`src/rtl/pipe_hazard_tracker_pkg.sv`:
```
`default_nettype none
// ============================================================================
// Module      : pipe_hazard_tracker_pkg
// Description : Shared widths and the per-instruction control bundle carried
//               down the pipeline (also used by the ID-stage decoder).
// Revision    : 1.0  initial release
// ============================================================================
package pipe_hazard_tracker_pkg;

    localparam int RN_W  = 5;
    localparam int CNT_W = 16;

    // Control bits that travel with an instruction from ID onward.
    typedef struct packed {
        logic            wreg;
        logic            m2reg;
        logic            wmem;
        logic [RN_W-1:0] rn;
    } ctrl_t;

    localparam ctrl_t C_CTRL_BUBBLE = '{wreg: 1'b0, m2reg: 1'b0, wmem: 1'b0, rn: '0};

endpackage : pipe_hazard_tracker_pkg
`default_nettype wire

```
`src/rtl/pipe_hazard_tracker_sat_counter.sv`:
```
`default_nettype none
// ============================================================================
// Module      : pipe_sat_counter
// Description : Up-counter with synchronous enable and asynchronous clear that
//               holds at all-ones instead of wrapping.
// Revision    : 1.0  initial release
// ============================================================================
module pipe_sat_counter #(
    parameter int CNT_W = 16
) (
    input  logic             clock,
    input  logic             reset,
    input  logic             en,
    output logic [CNT_W-1:0] count
);
    import pipe_hazard_tracker_pkg::*;

    localparam logic [CNT_W-1:0] C_ONE = {{(CNT_W-1){1'b0}}, 1'b1};

    logic [CNT_W-1:0] r_count;

    // Count enabled events, sticking at the maximum value.
    always_ff @(posedge clock or posedge reset) begin
        if (reset) begin
            r_count <= '0;
        end else if (en && (r_count != {CNT_W{1'b1}})) begin
            r_count <= r_count + C_ONE;
        end
    end

    assign count = r_count;

endmodule : pipe_sat_counter
`default_nettype wire

```
`src/rtl/pipe_hazard_tracker.sv`:
```
`default_nettype none
// ============================================================================
// Module      : pipe_hazard_tracker
// Description : ID/EX, EX/MEM and MEM/WB control registers, EX-stage branch
//               resolution, and saturating stall/flush counters. Feeds the
//               in-flight status the decoder needs for forwarding, load-stall
//               and squash decisions.
// Revision    : 1.0  initial release
// ============================================================================
module pipe_hazard_tracker #(
    // RN_W must match the package width, since the control bundle uses it.
    parameter int RN_W  = pipe_hazard_tracker_pkg::RN_W,
    parameter int CNT_W = pipe_hazard_tracker_pkg::CNT_W
) (
    input  logic             clock,
    input  logic             reset,
    input  logic             id_wreg,
    input  logic             id_m2reg,
    input  logic             id_wmem,
    input  logic [RN_W-1:0]  id_rn,
    input  logic             id_beq,
    input  logic             id_bne,
    input  logic             id_uncond,
    input  logic             we_pc_ir,
    input  logic             ex_zero,
    output logic [RN_W-1:0]  ern,
    output logic             ewreg,
    output logic             em2reg,
    output logic             ewmem,
    output logic [RN_W-1:0]  mrn,
    output logic             mwreg,
    output logic             mm2reg,
    output logic             mwmem,
    output logic [RN_W-1:0]  wrn,
    output logic             wwreg,
    output logic             wm2reg,
    output logic             ex_is_cond,
    output logic             ex_is_uncond,
    output logic             mem_is_cond,
    output logic [CNT_W-1:0] stall_cnt,
    output logic [CNT_W-1:0] flush_cnt
);
    import pipe_hazard_tracker_pkg::*;

    ctrl_t r_ex;
    ctrl_t r_mem;
    ctrl_t r_wb;
    ctrl_t w_cap;
    logic  r_ebeq;
    logic  r_ebne;
    logic  r_ex_uncond;
    logic  r_mem_cond;
    logic  w_cap_beq;
    logic  w_cap_bne;
    logic  w_cap_uncond;
    logic  w_load_stall;
    logic  w_bubble;
    logic  w_kill;
    logic  w_ex_cond;

    // A stalled ID stage that is not holding a branch means a load-use stall.
    assign w_load_stall = ~we_pc_ir & ~id_beq & ~id_bne;
    assign w_ex_cond    = (r_ebeq & ex_zero) | (r_ebne & ~ex_zero);
    assign w_bubble     = w_load_stall | w_ex_cond;
    // Delay-slot style kill: the instruction after a jump or taken branch
    // may flow on but must not write anything.
    assign w_kill       = r_ex_uncond | r_mem_cond;

    // Build the next ID/EX contents: bubble, killed write, or the decoded bits.
    always_comb begin
        w_cap        = C_CTRL_BUBBLE;
        w_cap_beq    = 1'b0;
        w_cap_bne    = 1'b0;
        w_cap_uncond = 1'b0;
        if (!w_bubble) begin
            w_cap.wreg   = id_wreg & ~w_kill & (id_rn != '0);
            w_cap.m2reg  = id_m2reg;
            w_cap.wmem   = id_wmem & ~w_kill;
            w_cap.rn     = id_rn;
            w_cap_beq    = id_beq;
            w_cap_bne    = id_bne;
            w_cap_uncond = id_uncond;
        end
    end

    // ID/EX register.
    always_ff @(posedge clock or posedge reset) begin
        if (reset) begin
            r_ex        <= C_CTRL_BUBBLE;
            r_ebeq      <= 1'b0;
            r_ebne      <= 1'b0;
            r_ex_uncond <= 1'b0;
        end else begin
            r_ex        <= w_cap;
            r_ebeq      <= w_cap_beq;
            r_ebne      <= w_cap_bne;
            r_ex_uncond <= w_cap_uncond;
        end
    end

    // EX/MEM and MEM/WB registers shift every cycle; these stages never stall.
    always_ff @(posedge clock or posedge reset) begin
        if (reset) begin
            r_mem      <= C_CTRL_BUBBLE;
            r_wb       <= C_CTRL_BUBBLE;
            r_mem_cond <= 1'b0;
        end else begin
            r_mem      <= r_ex;
            r_wb       <= r_mem;
            r_mem_cond <= w_ex_cond;
        end
    end

    pipe_sat_counter #(.CNT_W(CNT_W)) u_stall_cnt (
        .clock (clock),
        .reset (reset),
        .en    (w_load_stall),
        .count (stall_cnt)
    );

    pipe_sat_counter #(.CNT_W(CNT_W)) u_flush_cnt (
        .clock (clock),
        .reset (reset),
        .en    (w_ex_cond | r_ex_uncond),
        .count (flush_cnt)
    );

    assign ern          = r_ex.rn;
    assign ewreg        = r_ex.wreg;
    assign em2reg       = r_ex.m2reg;
    assign ewmem        = r_ex.wmem;
    assign mrn          = r_mem.rn;
    assign mwreg        = r_mem.wreg;
    assign mm2reg       = r_mem.m2reg;
    assign mwmem        = r_mem.wmem;
    assign wrn          = r_wb.rn;
    assign wwreg        = r_wb.wreg;
    assign wm2reg       = r_wb.m2reg;
    assign ex_is_cond   = w_ex_cond;
    assign ex_is_uncond = r_ex_uncond;
    assign mem_is_cond  = r_mem_cond;

endmodule : pipe_hazard_tracker
`default_nettype wire

```
`config.mk`:
```
export PLATFORM = sky130hd
export DESIGN_NAME = pipe_hazard_tracker
export DESIGN_NICKNAME = d
export VERILOG_FILES = /design/src/rtl/pipe_hazard_tracker_pkg.sv /design/src/rtl/pipe_hazard_tracker_sat_counter.sv /design/src/rtl/pipe_hazard_tracker.sv
export SDC_FILE = /design/constraint.sdc
export NUM_CORES = 1
export LEC_CHECK = 0
export BUFFER_PORTS_ARGS = -buffer_cell sky130_fd_sc_hd__buf_4
export CELL_PAD_IN_SITES_DETAIL_PLACEMENT = 0
export CELL_PAD_IN_SITES_GLOBAL_PLACEMENT = 1
export CORE_MARGIN = 1
export CORE_UTILIZATION = 35
export DETAILED_ROUTE_END_ITERATION = 10
export GPL_TIMING_DRIVEN = 0
export PLACE_DENSITY = 0.85
export SYNTH_ARGS = -nofsm -noshare
export SYNTH_HDL_FRONTEND = slang
export SYNTH_SLANG_ARGS = --single-unit
```
`constraint.sdc`:
```
create_clock -name clock -period 1.5 [get_ports clock]
set_input_delay 0.15 -clock clock [delete_from_list [all_inputs] [get_ports clock]]
set_output_delay 0.15 -clock clock [all_outputs]
set_load 0.1 [all_outputs]
```
==> impl_metrics.py, run 1 <==
metrics = {
    "status": {
        "outcome": "finished, violations left",
        "violations": "design-rule violations, negative setup slack",
    },
    "setup_path": {
        "cp_common_cell": "buf_4",
        "r2r_slack_ps": -130,
        "r2r-start": "u_stall_cnt.count[5]",
        "crit_family": "buffers and inverters",
        "slowest_stage": "dfrtp_2",
        "crit_type": "reg -> reg",
        "start_kind": "flip-flop",
        "end_kind": "flip-flop",
        "crit_path_max_fanout": 4,
        "reg2reg_to": "u_stall_cnt.count[2]",
        "path_buf_inv": 3,
        "cp.arrival_ps": 1830,
        "cp.required_ps": 1700,
        "ff2ff_path_depth": 7,
        "path_cells": "nand4_1 > buf_4 > nor4_4 > buf_4 > buf_6 > nor3b_2 > xor2_1",
        "critPathMaxStageDelay_ps": 390,
    },
    "worst_hold_path": {
        "hold_start": "id_bne",
        "hold_end": "r_ebne",
        "hp-class": "in -> reg",
        "worstHoldPathCells": 2,
    },
    "yosys": {
        "synthCells": 190,
        "syn_area_um2": 2350,
        "ys_ff_latch": 59,
        "synth_top_area_share_pct": 62.8,
        "synth_cell_types": 33,
        "yosysSeqAreaShare_pct": 62.8,
        "yosysTopAreaCell": "dfrtp_1",
        "avgSynthCellArea_um2": 12.4,
        "yosys_warnings": 0,
        "synth.area.top_cells": "dfrtp_1 63%, xor2_1 9.7%, nor3_1 3.4%",
        "syn_nets": 207,
    },
    "clocking": {
        "clock-root-buffer": "clkbuf_8",
        "cts_tree": "done",
        "clock-sinks": 59,
        "clk_latency_ps": 330,
        "cts_max_level": 3,
        "clk_pin_slew_ps": 70,
        "cts_buffers": 9,
        "clock_path_buffers": 2,
    },
    "placed_design": {
        "post-place-ws_ps": -319,
        "routabilityCongestion": 0.809,
        "placed_cell_area_um2": 3130,
        "portBuffers": 72,
        "dpl.hpwl_um": 3720,
    },
    "pwr": {
        "power_w": 0.00645,
        "p_leak_nw": 1.81,
        "power_density_nw_per_um2": 1700,
        "peakVddDrop_v": 0.00136,
    },
    "detailed_routing": {
        "routed_via_density": 5.09,
        "finalWirelength_um": 6090,
        "dr.pass1.iters": 7,
        "drtAntennaViolNets": 0,
        "drt_iter0_drc": 77,
        "via_count": 1958,
        "drc": 13,
        "wl_per_cell_um": 15.8,
    },
    "timing": {
        "rsz0062_at_grt": "yes",
        "max_freq_mhz": 614,
        "clock_skew_ps": 11.7,
        "setup_viol": 24,
        "min_period_ps": 1630,
        "setup_ws_ps": -129,
        "worst_pin_slew_ps": 511,
        "relSlewSlack_pct": 65.7,
        "hold_viol": 0,
        "setup_tns_ps": -2180,
        "slew_viol_final": 0,
        "period_share_pct": 109,
    },
    "global_routing": {
        "grt_pass1_vias": 1896,
        "grt_pass1_wl_um": 9600,
        "grt_max_degree": 60,
        "grt_use_total_pct": 17.8,
        "antenna_found_initial": 0,
        "grt.overflow.total": 0,
    },
    "finish": {
        "nets": 320,
        "n_antenna_cell": 0,
        "area_delta_synth_final_pct": 61.5,
        "drive_gt1_share_pct": 62.0,
        "stdcell_area_um2": 3790,
    },
    "die": {
        "pin_count": 73,
        "die-area_um2": 7050,
        "core_um2": 6420,
        "row_count": 29,
        "chipHeight_um": 83.9,
        "fp.dieW_um": 83.9,
        "initial_core_util_pct": 36.6,
    },
    "run": {
        "maxCapViolations": 0,
    },
}
==> layout by cell type, fill, tap and decap left out, drive strengths merged <==
| master | instances |
|---|---|
| a2111oi | 1 |
| a21oi | 1 |
| a31oi | 1 |
| and2 | 2 |
| and3 | 11 |
| and4 | 2 |
| buf | 102 |
| bufinv | 1 |
| clkbuf | 16 |
| clkinv | 1 |
| clkinvlp | 1 |
| dfrtp | 59 |
| dlygate4sd3 | 1 |
| ha | 2 |
| inv | 3 |
| mux2 | 2 |
| mux2i | 1 |
| nand2 | 8 |
| nand3 | 11 |
| nand4 | 8 |
| nor2 | 9 |
| nor3 | 16 |
| nor3b | 2 |
| nor4 | 6 |
| nor4b | 2 |
| o2111a | 1 |
| o2111ai | 1 |
| o21a | 1 |
| o21ai | 2 |
| o22ai | 1 |
| or2 | 2 |
| or3 | 3 |
| or4 | 1 |
| xnor2 | 1 |
| xor2 | 26 |
==> stage by stage <==
step	hold slack, ps	util (%)	cells
finish	49.3	59.1	385
global route	50.4	59.1	385
detailed placement	361	48.8	339
global placement	358	48.8	339
CTS	37.7	56.0	374
floorplan	248	-	190
==> synth_stat cells <==
cell / instances
dfrtp_1: 59
xor2_1: 26
nor3_1: 16
and3_1: 11
nand3_1: 11
nor2_1: 9
nand2_1: 8
nand4_1: 8
nor4_1: 5
inv_1: 4
and2_1: 2
and4_1: 2
clkbuf_1: 2
ha_1: 2
mux2_2: 2
nor3b_1: 2
nor4b_1: 2
o21ai_0: 2
or2_2: 2
or3_4: 2
a2111oi_2: 1
a21oi_1: 1
a31oi_1: 1
buf_2: 1
mux2i_1: 1
nor4_4: 1
o2111a_1: 1
o2111ai_1: 1
o21a_1: 1
o22ai_1: 1
or3_1: 1
or4_1: 1
xnor2_1: 1
==> final cells by class <==
class / instances / area [um2]
Timing Repair Buffer: 102 / 800
Clock buffer: 14 / 173
Clock inverter: 2 / 35.0
Tap cell: 77 / 96.3
Fill cell: 547 / 2630
Multi-Input combinational cell: 124 / 1130
Sequential cell: 59 / 1520
Buffer: 3 / 22.5
Inverter: 4 / 18.8
==> registers in the layout, summed over array words and instances (netlist names), 5 cells and up <==
signal,count
u_flush_cnt.count,16
u_stall_cnt.count,16
ern,5
mrn,5
wrn,5
==> power by group <==
part	internal [W]	leakage [nW]	switching, W
sequential	0.00186	0.713	0.000258
combinational	0.000681	0.991	0.00216
clock	0.000903	0.107	0.000597
==> logic make-up after synthesis <==
| group | synth area share [%] |
|---|---|
| buf+inv | 1.17 |
| xor+xnor | 10.1 |
| mux | 1.38 |
| flops | 62.8 |
| compound gates | 2.98 |
| simple gates | 20.5 |
| fa+ha+maj | 1.06 |
==> layer usage <==
metal	vias to the layer above	GRT usage (%)	wire, um
met1	979	24.0	2700
met4	0	9.25	178
li1	903	-	-
met3	16	3.36	287
met2	60	27.2	2930
met5	-	0	0
==> worst reg2reg max path, delay by kind of cell, from the launching register on <==
family	cells	cell delay, ps
xor gates and xnor gates	1	170
buffers and inverters	3	530
DFF	1	390
and+or+nand+nor	3	420
==> worst max-delay path by stage <==
stage | cells after the start | slack, ps | start | to
after floorplan | 4 | -510 | u_stall_cnt.count[5] | u_stall_cnt.count[1]
after global placement | 6 | -310 | u_flush_cnt.count[0] | u_flush_cnt.count[6]
after detailed placement | 4 | -320 | u_stall_cnt.count[3] | u_stall_cnt.count[1]
after CTS | 6 | -80 | u_flush_cnt.count[1] | u_flush_cnt.count[6]
after global routing | 6 | -200 | u_stall_cnt.count[13] | u_stall_cnt.count[2]
final | 7 | -130 | u_stall_cnt.count[5] | u_stall_cnt.count[2]
==> what timing repair did <==
item,in CTS,in global routing
setup buffers,18,9
hold buffers,0,1
hold endpoints to repair,0,18
endpoints found under the setup margin,30,32
gates cloned,1,0
resized for setup,23,20
pin swaps,13,9
Power figures use the tool's default switching activity.
==> run 2: changes to the inputs <==
- SETUP_SLACK_MARGIN: default -> 0.4
==> run 2 against run 1 <==
Effect of this change:
- largest power group unchanged
- critical endpoint is now u_stall_cnt.count[1]
- non-clock buffer count is 43 higher
- die area is the same
- worst hold slack worse by 140 ps
- setup slack got worse by 37 ps
- core utilization increased by 17 points
- the flow finishes with violations (design-rule violations, negative hold slack, negative setup slack)
==> impl_metrics.py, run 2 (synthesis results as in run 1) <==
metrics = {
    "timing": {
        "clock_skew_ps": 8.79,
        "rsz0062_at_grt": "yes",
        "min_period_ps": 1670,
        "setup_ws_ps": -167,
        "max_freq_mhz": 600,
        "setup_tns_ps": -3200,
        "whs_ps": -86.7,
        "relSlewSlack_pct": 46.7,
        "worst_pin_slew_ps": 793,
        "slew_viol_final": 0,
        "setup_viol": 28,
        "period_share_pct": 111,
        "hold_viol": 31,
    },
    "global_routing": {
        "grt_max_degree": 60,
        "grt_pass1_vias": 2234,
        "grt_use_total_pct": 20.9,
        "grt_pass1_wl_um": 11300,
        "antenna_found_initial": 0,
        "grt.overflow.total": 0,
    },
    "setup_path": {
        "cp.required_ps": 1720,
        "crit_path_max_fanout": 5,
        "end_kind": "flip-flop",
        "cp.arrival_ps": 1890,
        "crit_type": "reg -> reg",
        "start_kind": "flip-flop",
    },
    "finish": {
        "drive_gt1_share_pct": 69.5,
        "nets": 363,
        "finish.utilization_pct": 76.2,
        "layout_common_cells": "50 x buf_6, 49 x buf_4, 40 x buf_12, 33 x dfrtp_2",
        "final_common_cell": "buf_6",
        "n_antenna_cell": 0,
        "nFillCells": 373,
        "stdcell_area_um2": 4890,
        "area_delta_synth_final_pct": 108,
    },
    "placed_design": {
        "dpl.hpwl_um": 3620,
        "portBuffers": 72,
        "placed_cell_area_um2": 3130,
        "routabilityCongestion": 0.775,
        "post-place-ws_ps": -320,
    },
    "status": {
        "violations": "design-rule violations, negative hold slack, negative setup slack",
        "outcome": "finished, violations left",
    },
    "detailed_routing": {
        "finalWirelength_um": 7700,
        "wl_per_cell_um": 18.0,
        "drtAntennaViolNets": 0,
        "via_count": 2244,
        "drt_iter0_drc": 112,
        "routed_via_density": 5.24,
        "drc": 16,
        "dr.pass1.iters": 8,
    },
    "pwr": {
        "power_frac_clock_pct": 23.9,
        "swShare_pct": 42.0,
        "peakVddDrop_v": 0.00149,
        "power_density_nw_per_um2": 1610,
        "seq_power_share_pct": 27.3,
        "p_switching_w": 0.00332,
        "power.internal_w": 0.00458,
        "p_comb_share_pct": 48.8,
        "p_leak_nw": 2.25,
    },
    "clocking": {
        "clock-root-buffer": "clkbuf_8",
        "clock_path_buffers": 2,
        "clk_pin_slew_ps": 70,
        "cts_hold_buf": 0,
        "cts_max_level": 3,
        "cts_buffers": 9,
        "clk_latency_ps": 340,
        "clock-sinks": 59,
        "cts_tree": "done",
    },
    "run": {
        "maxCapViolations": 0,
    },
    "die": {
        "chipHeight_um": 83.9,
        "fp.dieW_um": 83.9,
        "die-area_um2": 7050,
        "pin_count": 73,
        "initial_core_util_pct": 36.6,
        "row_count": 29,
        "core_um2": 6420,
    },
    "worst_hold_path": {
        "hp-class": "in -> async",
    },
}
-- run 2: changes by cell type in the layout (fill, tap and decap cells not counted), moves of 2 or more --
cell	before	now
buf_4	95	49
buf_6	5	50
buf_12	1	40
buf_8	1	7
nor3_2	8	12
clkbuf_1	4	1
nor3_1	5	2
bufinv_16	1	3
nor2_4	2	4
-- run 2: path summary, 6_finish.rpt --
kind | slack [ps] | to | cells past startpoint | startpoint
max | -170 | u_stall_cnt.count[1] | 5 | u_stall_cnt.count[11]
min | -90 | u_flush_cnt.count[9] | 2 | reset
max reg2reg | -170 | u_stall_cnt.count[1] | 5 | u_stall_cnt.count[11]
min reg2reg | 390 | wrn[0] | 0 | mrn[0]
max in group asynchronous | 1000 | u_flush_cnt.count[5] | 3 | reset
min in group clock | 40 | r_ebeq | 2 | id_beq
-- run 2: critical path, stage by stage, from the launching register on --
cell	delay, ps
dfrtp_2	440
nand4_1	250
nor4_4	380
buf_4	180
nor2_2	40
mux2_2	260
-- run 2: repair_timing --
action                                  in CTS  in global routing
endpoints found under the hold margin        0                 31
setup buffers                               43                 28
gates resized for setup                    169                 56
endpoints found under the setup margin      96                 93
pin swaps                                   15                 14
cloned                                       1                  0
-- run 2: cell type report --
type	instances	area [um2]	area share, %
Sequential cell	59	1520	31.0
Multi-Input combinational cell	124	1150	23.5
Timing Repair Buffer	145	1830	37.3
Inverter	4	18.8	0.384
Tap cell	77	96.3	1.97
Clock buffer	12	165	3.38
Clock inverter	4	95.1	1.94
Buffer	3	22.5	0.460
-- run 2: through the flow --
| step | std cells | power [W] | hold slack (ps) |
|---|---|---|---|
| 4_1_cts | 399 | 0.00758 | 38.4 |
| 2_1_floorplan | 190 | 0.00418 | 248 |
| 3_5_place_dp | 339 | 0.00476 | 362 |
| 3_3_place_gp | 339 | 0.00473 | 360 |
| 5_1_grt | 428 | 0.00816 | -20.4 |
| 6_report | 428 | 0.00790 | -86.7 |
-- run 2: power groups by stage --
stage	registers, W	logic (W)	clock network (W)
final	0.00216	0.00385	0.00189
after global routing	0.00218	0.00399	0.00199
after CTS	0.00213	0.00356	0.00189
after detailed placement	0.00220	0.00256	0
after global placement	0.00219	0.00254	0
after floorplan	0.00380	0.000376	0
-- run 2: per-layer routing --
metal | up-vias | part of all wire (%) | track usage, %
met5 | - | 0 | 0
met1 | 1116 | 40 | 25.8
met3 | 27 | 5.1 | 3.46
li1 | 1002 | - | -
met4 | 0 | 3.2 | 11.6
met2 | 99 | 52 | 34.7
==> run 3: changes to the inputs <==
- PLACE_DENSITY: 0.85 -> 0.72
==> run 3 against run 2 <==
Effect of this change:
- the run ends with design-rule violations, negative setup slack left
- core utilization fell by 6.6 points
- combinational power decreased by 8.3%
- fmax grew 2.2%
- sequential power barely moved
- cell count is 5.8% lower
- worst hold slack improved by 150 ps
- die area is the same
- power shrank 9.3%
- global-route usage down 2.1 points
- sequential share of layout area increased by 3.0 points
- first-iteration DRC count fell by 23%
- setup slack improved by 35 ps
- critical endpoint is now u_stall_cnt.count[2]
- largest cell class unchanged
- highest routed layer unchanged
==> impl_metrics.py, run 3 (synthesis results as in run 1) <==
metrics = {
    "timing": {
        "setup_viol": 26,
        "hold_viol": 0,
        "clock_skew_ps": 10.8,
        "setup_tns_ps": -2360,
        "whs_ps": 61.1,
        "period_share_pct": 109,
        "worst_pin_slew_ps": 569,
        "setup_ws_ps": -131,
        "rsz0062_at_grt": "yes",
        "relSlewSlack_pct": 61.8,
        "slew_viol_final": 0,
        "min_period_ps": 1630,
        "max_freq_mhz": 613,
    },
    "clocking": {
        "clock-root-buffer": "clkbuf_8",
        "clock-sinks": 59,
        "clock_path_buffers": 2,
        "clk_latency_ps": 330,
        "cts_tree": "done",
        "clk_pin_slew_ps": 70,
        "cts_max_level": 3,
        "cts_buffers": 9,
    },
    "pwr": {
        "power.internal_w": 0.00399,
        "seq_power_share_pct": 30.3,
        "p_switching_w": 0.00317,
        "swShare_pct": 44.3,
        "power_frac_clock_pct": 20.5,
        "peakVddDrop_v": 0.00176,
        "p_leak_nw": 2.06,
        "p_comb_share_pct": 49.2,
        "power_density_nw_per_um2": 1600,
    },
    "setup_path": {
        "critPathMaxStageDelay_ps": 370,
        "cp.arrival_ps": 1840,
        "slowest_stage": "dfrtp_2",
        "start_kind": "flip-flop",
        "path_buf_inv": 2,
        "crit_type": "reg -> reg",
        "end_kind": "flip-flop",
        "crit_path_max_fanout": 5,
        "cp.required_ps": 1710,
        "path_cells": "nand4_1 > buf_4 > nor4_4 > buf_6 > nor3b_1 > xor2_1",
        "crit_family": "simple AND/OR/NAND/NOR gates",
    },
    "placed_design": {
        "routabilityCongestion": 0.705,
        "placed_cell_area_um2": 3130,
        "portBuffers": 72,
        "dpl.hpwl_um": 3750,
        "place_inst": 339,
    },
    "finish": {
        "regArea_um2": 1520,
        "stdcell_area_um2": 4470,
        "final_common_cell": "buf_4",
        "layout_common_cells": "41 x buf_4, 38 x buf_6, 34 x buf_12, 33 x dfrtp_2",
        "finish.utilization_pct": 69.6,
        "multiInputGateArea_um2": 1090,
        "n_antenna_cell": 0,
        "instances_no_fill": 403,
        "area_delta_synth_final_pct": 90.1,
        "drive_gt1_share_pct": 64.1,
        "nFillCells": 467,
        "nets": 338,
    },
    "detailed_routing": {
        "drtAntennaViolNets": 0,
        "finalWirelength_um": 6770,
        "drc": 16,
        "routed_via_density": 4.99,
        "dr.pass1.iters": 7,
        "wl_per_cell_um": 16.8,
        "drt_iter0_drc": 86,
        "via_count": 2010,
    },
    "die": {
        "fp.dieW_um": 83.9,
        "pin_count": 73,
        "core_um2": 6420,
        "row_count": 29,
        "die-area_um2": 7050,
        "chipHeight_um": 83.9,
        "initial_core_util_pct": 36.6,
    },
    "run": {
        "maxCapViolations": 0,
    },
    "status": {
        "violations": "design-rule violations, negative setup slack",
        "outcome": "finished, violations left",
    },
    "global_routing": {
        "grt_max_degree": 60,
        "use_met2_pct": 27.6,
        "grt_pass1_vias": 1942,
        "grt_util_met3_pct": 4.25,
        "grt.overflow.total": 0,
        "grt_busiest_layer": "met2",
        "grt_use_total_pct": 18.8,
        "grt_util_met1_pct": 26.8,
        "grt_pass1_wl_um": 10200,
        "antenna_found_initial": 0,
    },
    "worst_hold_path": {
        "hp-class": "in -> reg",
    },
}
==> run 3: stage by stage <==
stage / worst slack (ps) / total power [W]
2_1_floorplan: -514 / 0.00418
3_3_place_gp: -340 / 0.00473
3_5_place_dp: -341 / 0.00478
4_1_cts: -71.1 / 0.00703
5_1_grt: -212 / 0.00741
6_report: -131 / 0.00717
==> run 3: timing repair <==
action                     CTS  global route
gates resized for setup    145            44
hold buffers                 0             1
cloned                       2             0
pin swaps                   15            15
buffers inserted            27            17
setup endpoints to repair   95            81
hold endpoints to repair     0            15
==> run 3: worst paths after layout <==
check	depth (start not counted)	startpoint	slack, ps	endpoint
min reg2reg	0	mrn[1]	390	wrn[1]
min	2	id_bne	60	r_ebne
max reg2reg	6	u_stall_cnt.count[5]	-130	u_stall_cnt.count[2]
max in group asynchronous	4	reset	590	u_stall_cnt.count[8]
min in group asynchronous	3	reset	360	u_flush_cnt.count[9]
max	6	u_stall_cnt.count[5]	-130	u_stall_cnt.count[2]
==> run 3: power groups by stage <==
stage / clock network (W) / registers, W / logic (W)
finish: 0.00147 / 0.00217 / 0.00353
global route: 0.00156 / 0.00220 / 0.00364
CTS: 0.00148 / 0.00215 / 0.00340
detailed placement: 0 / 0.00220 / 0.00258
global placement: 0 / 0.00219 / 0.00254
floorplan: 0 / 0.00380 / 0.000376
==> run 3: layer usage <==
layer	routed length (um)	part of all wire [%]
met5	0	0
met4	114	1.7
met3	353	5.2
met2	3240	48
met1	3070	45
==> run 3: final cells by class <==
type / instances / area share (%)
Tap cell: 77 / 2.16
Buffer: 3 / 0.504
Sequential cell: 59 / 34.0
Timing Repair Buffer: 120 / 34.2
Inverter: 4 / 0.420
Clock buffer: 14 / 3.64
Multi-Input combinational cell: 124 / 24.3
Clock inverter: 2 / 0.784
==> run 3: worst register-to-register path, stage by stage, from the launching register on <==
cell and delay, ps:
dfrtp_2 370, nand4_1 190, buf_4 210, nor4_4 330, buf_6 200, nor3b_1 60, xor2_1 160
